[config.mk]
export PLATFORM = sky130hd
export DESIGN_NAME = usb_bus_event_detector
export DESIGN_NICKNAME = d
export VERILOG_FILES = /design/src/rtl/usb_phy_pkg.sv /design/src/rtl/usb_run_length_counter.sv /design/src/rtl/usb_bus_event_detector.sv
export SDC_FILE = /design/constraint.sdc
export NUM_CORES = 1
export LEC_CHECK = 0
export ABC_AREA = 1
export ABC_CLOCK_PERIOD_IN_PS = 2150
export CAP_MARGIN = 20
export CORE_ASPECT_RATIO = 0.75
export CORE_UTILIZATION = 53
export DETAILED_ROUTE_END_ITERATION = 8
export PLACE_DENSITY = 0.76
export SLEW_MARGIN = 30
export SYNTH_ARGS = -nofsm -noshare
export SYNTH_HDL_FRONTEND = slang
export SYNTH_SLANG_ARGS = --single-unit
export TNS_END_PERCENT = 20
[constraint.sdc]
create_clock -name i_clk -period 2.15 [get_ports i_clk]
set_input_delay 0.215 -clock i_clk [delete_from_list [all_inputs] [get_ports i_clk]]
set_output_delay 0.215 -clock i_clk [all_outputs]
set_load 0.01 [all_outputs]
[src/rtl/usb_phy_pkg.sv]
// Shared USB PHY types and constants: line-state encodings, bus state enum and
// 60 MHz default timing for the bus event detector.
package usb_phy_pkg;

  localparam logic [1:0] LS_SE0 = 2'b00;
  localparam logic [1:0] LS_K   = 2'b01;
  localparam logic [1:0] LS_J   = 2'b10;
  localparam logic [1:0] LS_SE1 = 2'b11;

  typedef enum logic [1:0] {
    BUS_ACTIVE  = 2'b00,
    BUS_RESET   = 2'b01,
    BUS_SUSPEND = 2'b10,
    BUS_RESUME  = 2'b11
  } bus_state_t;

  // 2.5 us and 3 ms at 60 MHz
  localparam int DEF_RESET_CYCLES   = 150;
  localparam int DEF_SUSPEND_CYCLES = 180000;
  localparam int DEF_RESUME_CYCLES  = 150;
  localparam int DEF_CNT_W          = 18;

endpackage

[src/rtl/usb_run_length_counter.sv]
// Previous-sample register plus saturating run-length counter for the line state.
// o_count is the zero-based position of the current sample within its run.
module usb_run_length_counter
  import usb_phy_pkg::*;
#(
  parameter int CNT_W = DEF_CNT_W
) (
  input  logic             i_clk,
  input  logic             i_rst,
  input  logic [1:0]       i_line_state,
  output logic             o_same,
  output logic [CNT_W-1:0] o_count
);

  logic [1:0]       prev_q;
  logic [CNT_W-1:0] cnt_q;

  assign o_same = (i_line_state == prev_q);

  always_comb begin
    o_count = '0;
    if (o_same) begin
      o_count = (cnt_q == '1) ? cnt_q : cnt_q + CNT_W'(1);
    end
  end

  always_ff @(posedge i_clk or posedge i_rst) begin
    if (i_rst) begin
      prev_q <= LS_J;
      cnt_q  <= '0;
    end else begin
      prev_q <= i_line_state;
      cnt_q  <= o_count;
    end
  end

endmodule

[src/rtl/usb_bus_event_detector.sv]
// USB bus event detector: times line-state runs to flag bus reset, suspend,
// resume and HS idle timeout. Optional SE1 error flag under BUS_EVT_SE1_ERR_EN.
//
// state       | meaning
// BUS_ACTIVE  | normal traffic; watching for SE0 reset, J idle, HS SE0 timeout
// BUS_RESET   | SE0 held long enough; leave on first non-SE0 sample
// BUS_SUSPEND | J idle held long enough; K resumes, SE0 resets
// BUS_RESUME  | K resume signalling; leave on first non-K sample
module usb_bus_event_detector
  import usb_phy_pkg::*;
#(
  parameter int RESET_CYCLES   = DEF_RESET_CYCLES,
  parameter int SUSPEND_CYCLES = DEF_SUSPEND_CYCLES,
  parameter int RESUME_CYCLES  = DEF_RESUME_CYCLES,
  parameter int CNT_W          = DEF_CNT_W
) (
  input  logic       i_clk,
  input  logic       i_rst,
  input  logic [1:0] i_line_state,
  input  logic       i_hs_mode,
  output logic [1:0] o_bus_state,
  output logic       o_bus_reset,
  output logic       o_reset_pulse,
  output logic       o_suspend,
  output logic       o_resume_pulse,
  output logic       o_hs_timeout,
  output logic       o_se1_err
);

  localparam logic [CNT_W-1:0] RESET_TC   = CNT_W'(RESET_CYCLES - 1);
  localparam logic [CNT_W-1:0] SUSPEND_TC = CNT_W'(SUSPEND_CYCLES - 1);
  localparam logic [CNT_W-1:0] RESUME_TC  = CNT_W'(RESUME_CYCLES - 1);

  bus_state_t       state_q;
  logic             same;
  logic [CNT_W-1:0] count;
  logic             se0_reset_hit;
  logic             se0_idle_hit;
  logic             j_idle_hit;
  logic             k_resume_hit;
  logic             enter_reset;

  usb_run_length_counter #(
    .CNT_W (CNT_W)
  ) u_run_cnt (
    .i_clk        (i_clk),
    .i_rst        (i_rst),
    .i_line_state (i_line_state),
    .o_same       (same),
    .o_count      (count)
  );

  // Exact-equality compares fire once per run; a saturated count never re-fires.
  assign se0_reset_hit = same && (i_line_state == LS_SE0) && (count == RESET_TC);
  assign se0_idle_hit  = same && (i_line_state == LS_SE0) && (count == SUSPEND_TC);
  assign j_idle_hit    = same && (i_line_state == LS_J)   && (count == SUSPEND_TC);
  assign k_resume_hit  = same && (i_line_state == LS_K)   && (count == RESUME_TC);

  assign enter_reset = se0_reset_hit &&
                       (((state_q == BUS_ACTIVE) && !i_hs_mode) || (state_q == BUS_SUSPEND));

  assign o_bus_state = state_q;

  always_ff @(posedge i_clk or posedge i_rst) begin
    if (i_rst) begin
      state_q        <= BUS_ACTIVE;
      o_bus_reset    <= 1'b0;
      o_reset_pulse  <= 1'b0;
      o_suspend      <= 1'b0;
      o_resume_pulse <= 1'b0;
      o_hs_timeout   <= 1'b0;
    end else begin
      o_reset_pulse  <= 1'b0;
      o_resume_pulse <= 1'b0;
      o_hs_timeout   <= 1'b0;
      case (state_q)
        BUS_ACTIVE: begin
          if (enter_reset) begin
            state_q       <= BUS_RESET;
            o_bus_reset   <= 1'b1;
            o_reset_pulse <= 1'b1;
          end else if (!i_hs_mode && j_idle_hit) begin
            state_q   <= BUS_SUSPEND;
            o_suspend <= 1'b1;
          end else if (i_hs_mode && se0_idle_hit) begin
            o_hs_timeout <= 1'b1;
          end
        end
        BUS_RESET: begin
          if (i_line_state != LS_SE0) begin
            state_q     <= BUS_ACTIVE;
            o_bus_reset <= 1'b0;
          end
        end
        BUS_SUSPEND: begin
          if (enter_reset) begin
            state_q       <= BUS_RESET;
            o_suspend     <= 1'b0;
            o_bus_reset   <= 1'b1;
            o_reset_pulse <= 1'b1;
          end else if (k_resume_hit) begin
            state_q        <= BUS_RESUME;
            o_suspend      <= 1'b0;
            o_resume_pulse <= 1'b1;
          end
        end
        BUS_RESUME: begin
          if (i_line_state != LS_K) begin
            state_q <= BUS_ACTIVE;
          end
        end
        default: begin
          state_q <= BUS_ACTIVE;
        end
      endcase
    end
  end

`ifdef BUS_EVT_SE1_ERR_EN
  // Sticky until the next bus reset; SE1 never changes the bus state.
  always_ff @(posedge i_clk or posedge i_rst) begin
    if (i_rst) begin
      o_se1_err <= 1'b0;
    end else if (enter_reset) begin
      o_se1_err <= 1'b0;
    end else if (same && (i_line_state == LS_SE1)) begin
      o_se1_err <= 1'b1;
    end
  end
`else
  assign o_se1_err = 1'b0;
`endif

endmodule

* Word-level counts from Yosys, hierarchy flattened
Index checks and enable logic that the tools add are counted.
Storage, ports and cells: flip-flop bits (word level) 27, bits in latches 0, bits in writable memories 0, ROM bits 0, input bits 5, output and inout bits 8, word-level logic and storage cells 74, memories kept 0
Cells by class: add/sub/neg operators 1, $mul 0, divide/modulo/power cells 0, order comparisons 0, equality and inequality tests 17, shift-type cells 0, muxes and demuxes 26, bitwise logic cells 0, reductions and logical operators 22
Operators by type and width (number):
- 18-bit == test (second input constant) | 2
- 18-bit 2-to-1 mux | 2
- 18-bit by 1-bit adder with 18-bit output (second input constant) | 1
- 18-bit by 8-bit == test with 1-bit output (second input constant) | 1
- 1-bit 2-to-1 mux | 15
- 2-bit 2-to-1 mux | 6
- 1-bit logical AND | 11
- 2-bit one-hot mux with 4 select lines | 1
- 4-bit AND reduction | 2
- 2-bit == test (second input constant) | 3
- 2-bit by 1-bit != test with 1-bit output (second input constant) | 3
- 2-bit != test (second input constant) | 3
- 2-bit nonzero test | 3
- 2-bit by 1-bit == test with 1-bit output (second input constant) | 2
- 2-bit zero test | 2
- 1-bit one-hot mux with 2 select lines | 2
- 3-bit by 2-bit != test with 1-bit output (second input constant) | 1
- 3-bit != test (second input constant) | 1
- 3-bit AND reduction | 1
- 2-bit == test | 1
- 2-bit OR reduction | 1
- 1-bit zero test | 1
- 1-bit logical OR | 1

* Longest topological paths before layout
depth in word-level cells 10, mapped depth 19, gate-level depth less buffers 19

* Hierarchy
A second synthesis with hierarchy kept.
Second synthesis, totals: cells, all modules 255, area, all modules 1861.8 um2
Modules (own cells, without submodules):
- usb_run_length_counter | times used 1, cells each 154, area each 1198.6 um2, seq. area each 501.7 um2
- usb_bus_event_detector | times used 1, cells each 101, area each 663.1 um2, seq. area each 175.2 um2

* Worst setup path after synthesis
OpenSTA, ideal clock, no wires.
path type register to register, start register u_run_cnt.cnt_q[0], end register state_q[1] (netlist: o_bus_state[1]), setup time 117 ps, data arrival time 2003 ps, required time 2033 ps, setup slack 30 ps, stages on the path, launching flop included 16, path buffers 1, clock period less this slack 2120 ps, path through dfrtp_1 -> ha_1 -> nand3_1 -> nor2_2 -> nand3_4 -> buf_6 -> nand2_1 -> nand2_2 -> nor3_1 -> nand3_1 -> nor2_1 -> nand2_1 -> nand3_2 -> nand3_1 -> nand2_1 -> nand2_1
Between the ends: word-level cells in the longest chain between the ends 8, elaborated cells between the ends (all ways) 17, classes of those cells 1 x add/sub; 5 x eq/ne; 5 x mux; 6 x reduce/logical
RTL lines:
- from (decl) | RTL line usb_run_length_counter.sv:16 | logic [CNT_W-1:0] cnt_q;
- from (signal assigned) | RTL line usb_run_length_counter.sv:33 | cnt_q <= o_count;
- 18-bit by 1-bit adder with 18-bit output or 18-bit == test (tied branches) | RTL line usb_run_length_counter.sv:23 | o_count = (cnt_q == '1) ? cnt_q : cnt_q + CNT_W'(1);
- 18-bit 2-to-1 mux * | RTL line usb_run_length_counter.sv:23
- 18-bit 2-to-1 mux * | RTL line usb_run_length_counter.sv:22 | if (o_same) begin
- 18-bit by 8-bit == test with 1-bit output or 18-bit == test (tied branches) | RTL line usb_bus_event_detector.sv:54, usb_bus_event_detector.sv:57, usb_bus_event_detector.sv:56
- 1-bit logical AND (on tied branches) | RTL line usb_bus_event_detector.sv:54, usb_bus_event_detector.sv:56
- 1-bit logical AND (on tied branches) | RTL line usb_bus_event_detector.sv:59, usb_bus_event_detector.sv:82
- 3-bit by 2-bit != test with 1-bit output (no line), or another cell as far along
- 4-bit AND reduction (no line) or 2-bit one-hot mux with 4 select lines (tied branches)
- to (signal assigned) | RTL line usb_bus_event_detector.sv:66 | state_q <= BUS_ACTIVE;
- to (signal assigned) | RTL line usb_bus_event_detector.sv:79 | state_q <= BUS_RESET;
- to (signal assigned) | RTL line usb_bus_event_detector.sv:83 | state_q <= BUS_SUSPEND;
- to (decl) | RTL line usb_bus_event_detector.sv:34 | bus_state_t state_q;
Every way passes the cells marked *; elsewhere a longest branch is shown, timed or not. A chain may end at the register's enable or synchronous reset.

* Final worst setup path
start register u_run_cnt.cnt_q[0], end register o_resume_pulse
Between the ends: word-level cells in the longest chain between the ends 8, elaborated cells between the ends (all ways) 11, classes of those cells 1 x add/sub; 2 x eq/ne; 5 x mux; 3 x reduce/logical
RTL lines:
- 18-bit by 1-bit adder with 18-bit output or 18-bit == test (tied branches) | RTL line usb_run_length_counter.sv:23
- 18-bit 2-to-1 mux * | RTL line usb_run_length_counter.sv:23
- 18-bit 2-to-1 mux * | RTL line usb_run_length_counter.sv:22
- 18-bit by 8-bit == test with 1-bit output * | RTL line usb_bus_event_detector.sv:54, usb_bus_event_detector.sv:57
- 1-bit logical AND (on tied branches) | RTL line usb_bus_event_detector.sv:57, usb_bus_event_detector.sv:54
- 1-bit 2-to-1 mux or 1-bit logical AND (tied branches) | RTL line usb_bus_event_detector.sv:101, usb_bus_event_detector.sv:59
- 1-bit 2-to-1 mux * | RTL line usb_bus_event_detector.sv:96 | if (enter_reset) begin
- 1-bit 2-to-1 mux * | RTL line usb_bus_event_detector.sv:76 | case (state_q)
- to (signal assigned) | RTL line usb_bus_event_detector.sv:70 | o_resume_pulse <= 1'b0;
- to (signal assigned) | RTL line usb_bus_event_detector.sv:74 | o_resume_pulse <= 1'b0;
- to (signal assigned) | RTL line usb_bus_event_detector.sv:104 | o_resume_pulse <= 1'b1;
- to (decl) | RTL line usb_bus_event_detector.sv:25 | output logic o_resume_pulse,
Marks and branches as above.

==> summary.txt <==
worst reg2reg path depth: 14
Chip Width: 71.51 microns
Setup-failing EPs final: 8
DRT iter0 DRCs: 260
most frequent cell after synthesis: nand2_1
layout cells sized above 1: 36.68%
vias in the first global route: 2,083
fmax: 413.9 MHz
Leakage: 0.001516 uW
antenna viol nets, final: 0
Yosys top cell by area: dfrtp_1
Peak supply drop: 0.5619 mV
Distinct cells, synth: 29
Post-Syn Area: 1921 sq um
Clock transition at path regs: 0.10 ns
number of remaining DRC errors: 0
hold_ws: 0.2977 ns
RSZ-0062 raised after global routing: true
failing checks: setup timing
placed inst area: 2381 sq um
Post-synth top cells: nand2_1 (79), inv_1 (48), nor2_1 (36)
CTS Buffer Depth: 2
post-synthesis sequential area ratio: 35.24%
Slowest cell on crit path: dfrtp_1
number of synthesized flops with an enable pin: 0
min cycle time layout: 2.416 ns
area share of the largest cell type after synthesis: 33.88%
CTS root buffer: clkbuf_8
routed length per instance: 16.06 microns
Finished Layout Cells: 408
First-pass DRT Iterations: 5
Slew Limit Fails: 0
initial core utilization: 56.85%
cells after synthesis: 290
final worst path period share: 112.4%
first-pass GRT wire length: 9.356 mm
post-DP HPWL: 4.061 mm
Switching Share: 33.20%
num rows: 18
Setup CP Type: flop to flop
Worst Path Required: 2.37 ns
Hold Buf Count CTS: 0
internal power: 821.3 uW
die height: 54.14 microns
Final Util: 83.59%
CTS tree: built
I/O pin count: 13
total grt overflow: 0
cell family with the largest share of critical-path delay: simple AND/OR/NAND/NOR gates
Yosys reg bits: 27
initial antenna violation count: 0
Setup Total Neg Slack: -1.468 ns
sw power: 408.2 uW
Vias/cell: 5.782
flop2flop setup slack: -0.27 ns
Final Hold Vio Count: 0
max incr delay on CP: 0.41 ns
Clock Skew: 0.004533 ns
Clock Latency Late Sink: 0.27 ns
CP bufs+invs: 4
Port Buffers: 11
n_diodes: 0
share of synthesized flip-flops with an asynchronous set or reset: 100.0%
CP Data Arrival Time: 2.63 ns
via count: 2,359
outcome: finished with violations
endpoint class of the critical path: flop
combinational power share: 30.4%
Critical Path, Cell by Cell: ha_4, nand3_4, nor2_4, nand3_4, nand2_2, nand4_1, nor2_1, nand3_2, nor2_4, buf_4, buf_4, buf_4, nand4_1, inv_1
crit path max fanout: 5
Routed WL: 6.553 mm
Yosys warning total: 0
Sink Count: 27
MaxCap Viol Count: 0
TritonCTS Buffers: 3
FF-to-FF End: o_resume_pulse$_DFF_PP0_
Min-Delay Path Class: input pin to async pin
element type at the critical path start: flop
Die Area: 3871 sq um
power per cell area: 435.4 nW/um^2
Design Area, Final: 2824 sq um
Cells after DPL: 381
gr usage total: 32.20%
largest net degree at the start of global routing: 28
Core Region: 3378 sq um
ranking of synthesized cells by area: dfrtp_1 (34%), nand2_1 (15%), inv_1 (9.4%)
Reg power frac: 45.5%
synthesis-to-layout area growth: 47.04%
H-tree levels: 1
Clock Power Share: 24.1%
Main synth FF type: dfrtp_1
Worst R2R Start: u_run_cnt.cnt_q[0]$_DFF_PP0_
syn_area_per_cell: 6.623 sq um
Final WS setup: -0.2659 ns
Syn Nets: 296
Final GP Congestion: 0.9362
Nets: 375
CP most frequent cell: buf_4
==> metrics by stage <==
stage	total power, uW	setup slack, ns
after global placement	848.7	-0.2211
after global routing	1290	-0.3661
after detailed placement	853.6	-0.2250
after floorplan	757.6	0.03001
final	1230	-0.2659
after CTS	1163	-0.1501
==> layer usage <==
layer  routed length, microns  GRT usage (%)
met1                     2686          41.16
met2                     3049          56.98
met3                      549          5.805
met4                      267          9.477
met5                        0              0
==> how the worst max path moves through the flow <==
stage	cells past startpoint	end	startpoint	slack, ns
6_report	14	o_resume_pulse$_DFF_PP0_	u_run_cnt.cnt_q[0]$_DFF_PP0_	-0.27
5_1_grt	15	o_suspend$_DFFE_PP0P_	u_run_cnt.cnt_q[1]$_DFF_PP0_	-0.37
4_1_cts	17	o_bus_state[1]$_DFFE_PP0P_	u_run_cnt.cnt_q[0]$_DFF_PP0_	-0.15
3_5_place_dp	16	o_bus_state[1]$_DFFE_PP0P_	u_run_cnt.cnt_q[0]$_DFF_PP0_	-0.23
3_3_place_gp	14	o_bus_state[1]$_DFFE_PP0P_	u_run_cnt.cnt_q[0]$_DFF_PP0_	-0.22
2_1_floorplan	15	o_bus_state[1]$_DFFE_PP0P_	u_run_cnt.cnt_q[0]$_DFF_PP0_	0.03
==> logic make-up after synthesis <==
family	Yosys count	share of synthesized area, %
DFF	27	35.24
buffers and inverters	55	11.73
and+or+nand+nor	186	45.21
adders and majority gates	1	0.6514
other	1	0.1953
AOI/OAI and AO/OA	14	4.234
xor gates and xnor gates	6	2.737
==> cell usage in the layout, fill, tap and decap left out, drive strengths merged, types with 4 or more instances in the layout <==
| cell type | instances |
|---|---|
| nand2 | 86 |
| buf | 65 |
| nand4 | 10 |
| o21ai | 7 |
| nand3 | 41 |
| nor2 | 46 |
| inv | 50 |
| clkdlybuf4s50 | 11 |
| dfrtp | 26 |
| clkbuf | 4 |
| a21oi | 6 |
==> power groups by stage <==
stage               clock (uW)  sequential [uW]  combinational (uW)
CTS                        300              559                 304
global placement             0              566                 282
finish                     296              560                 373
global route               317              563                 410
floorplan                    0              571                 186
detailed placement           0              568                 286
==> timing repair <==
item | 4_1_cts | 5_1_grt
gates cloned | 2 | 1
endpoints found under the setup margin | 6 | 8
setup buffers | 13 | 7
pin swaps | 18 | 17
gates resized for setup | 25 | 34
==> sequential cells by signal, indices dropped and copies added (netlist names) <==
name / cells
o_resume_pulse: 1
u_run_cnt.prev_q: 2
o_hs_timeout: 1
o_bus_reset: 1
o_bus_state: 2
u_run_cnt.cnt_q: 18
o_reset_pulse: 1
o_suspend: 1
==> cell type report <==
class                   instances  area (sq um)
clock buffers                   4         45.04
well taps                      40         50.05
inverters                      50         190.2
repair buffers                 76         609.3
fillers                       212         554.3
multi-input cells             211          1249
flip-flops and latches         27         680.7
==> worst reg2reg max path, delay by kind of cell (launching register included) <==
| kind | cells | cell delay [ns] |
|---|---|---|
| buf+inv | 4 | 0.40 |
| fa+ha+maj | 1 | 0.19 |
| simple gates | 9 | 1.35 |
| flops | 1 | 0.41 |
(Power assumes the default switching activity.)
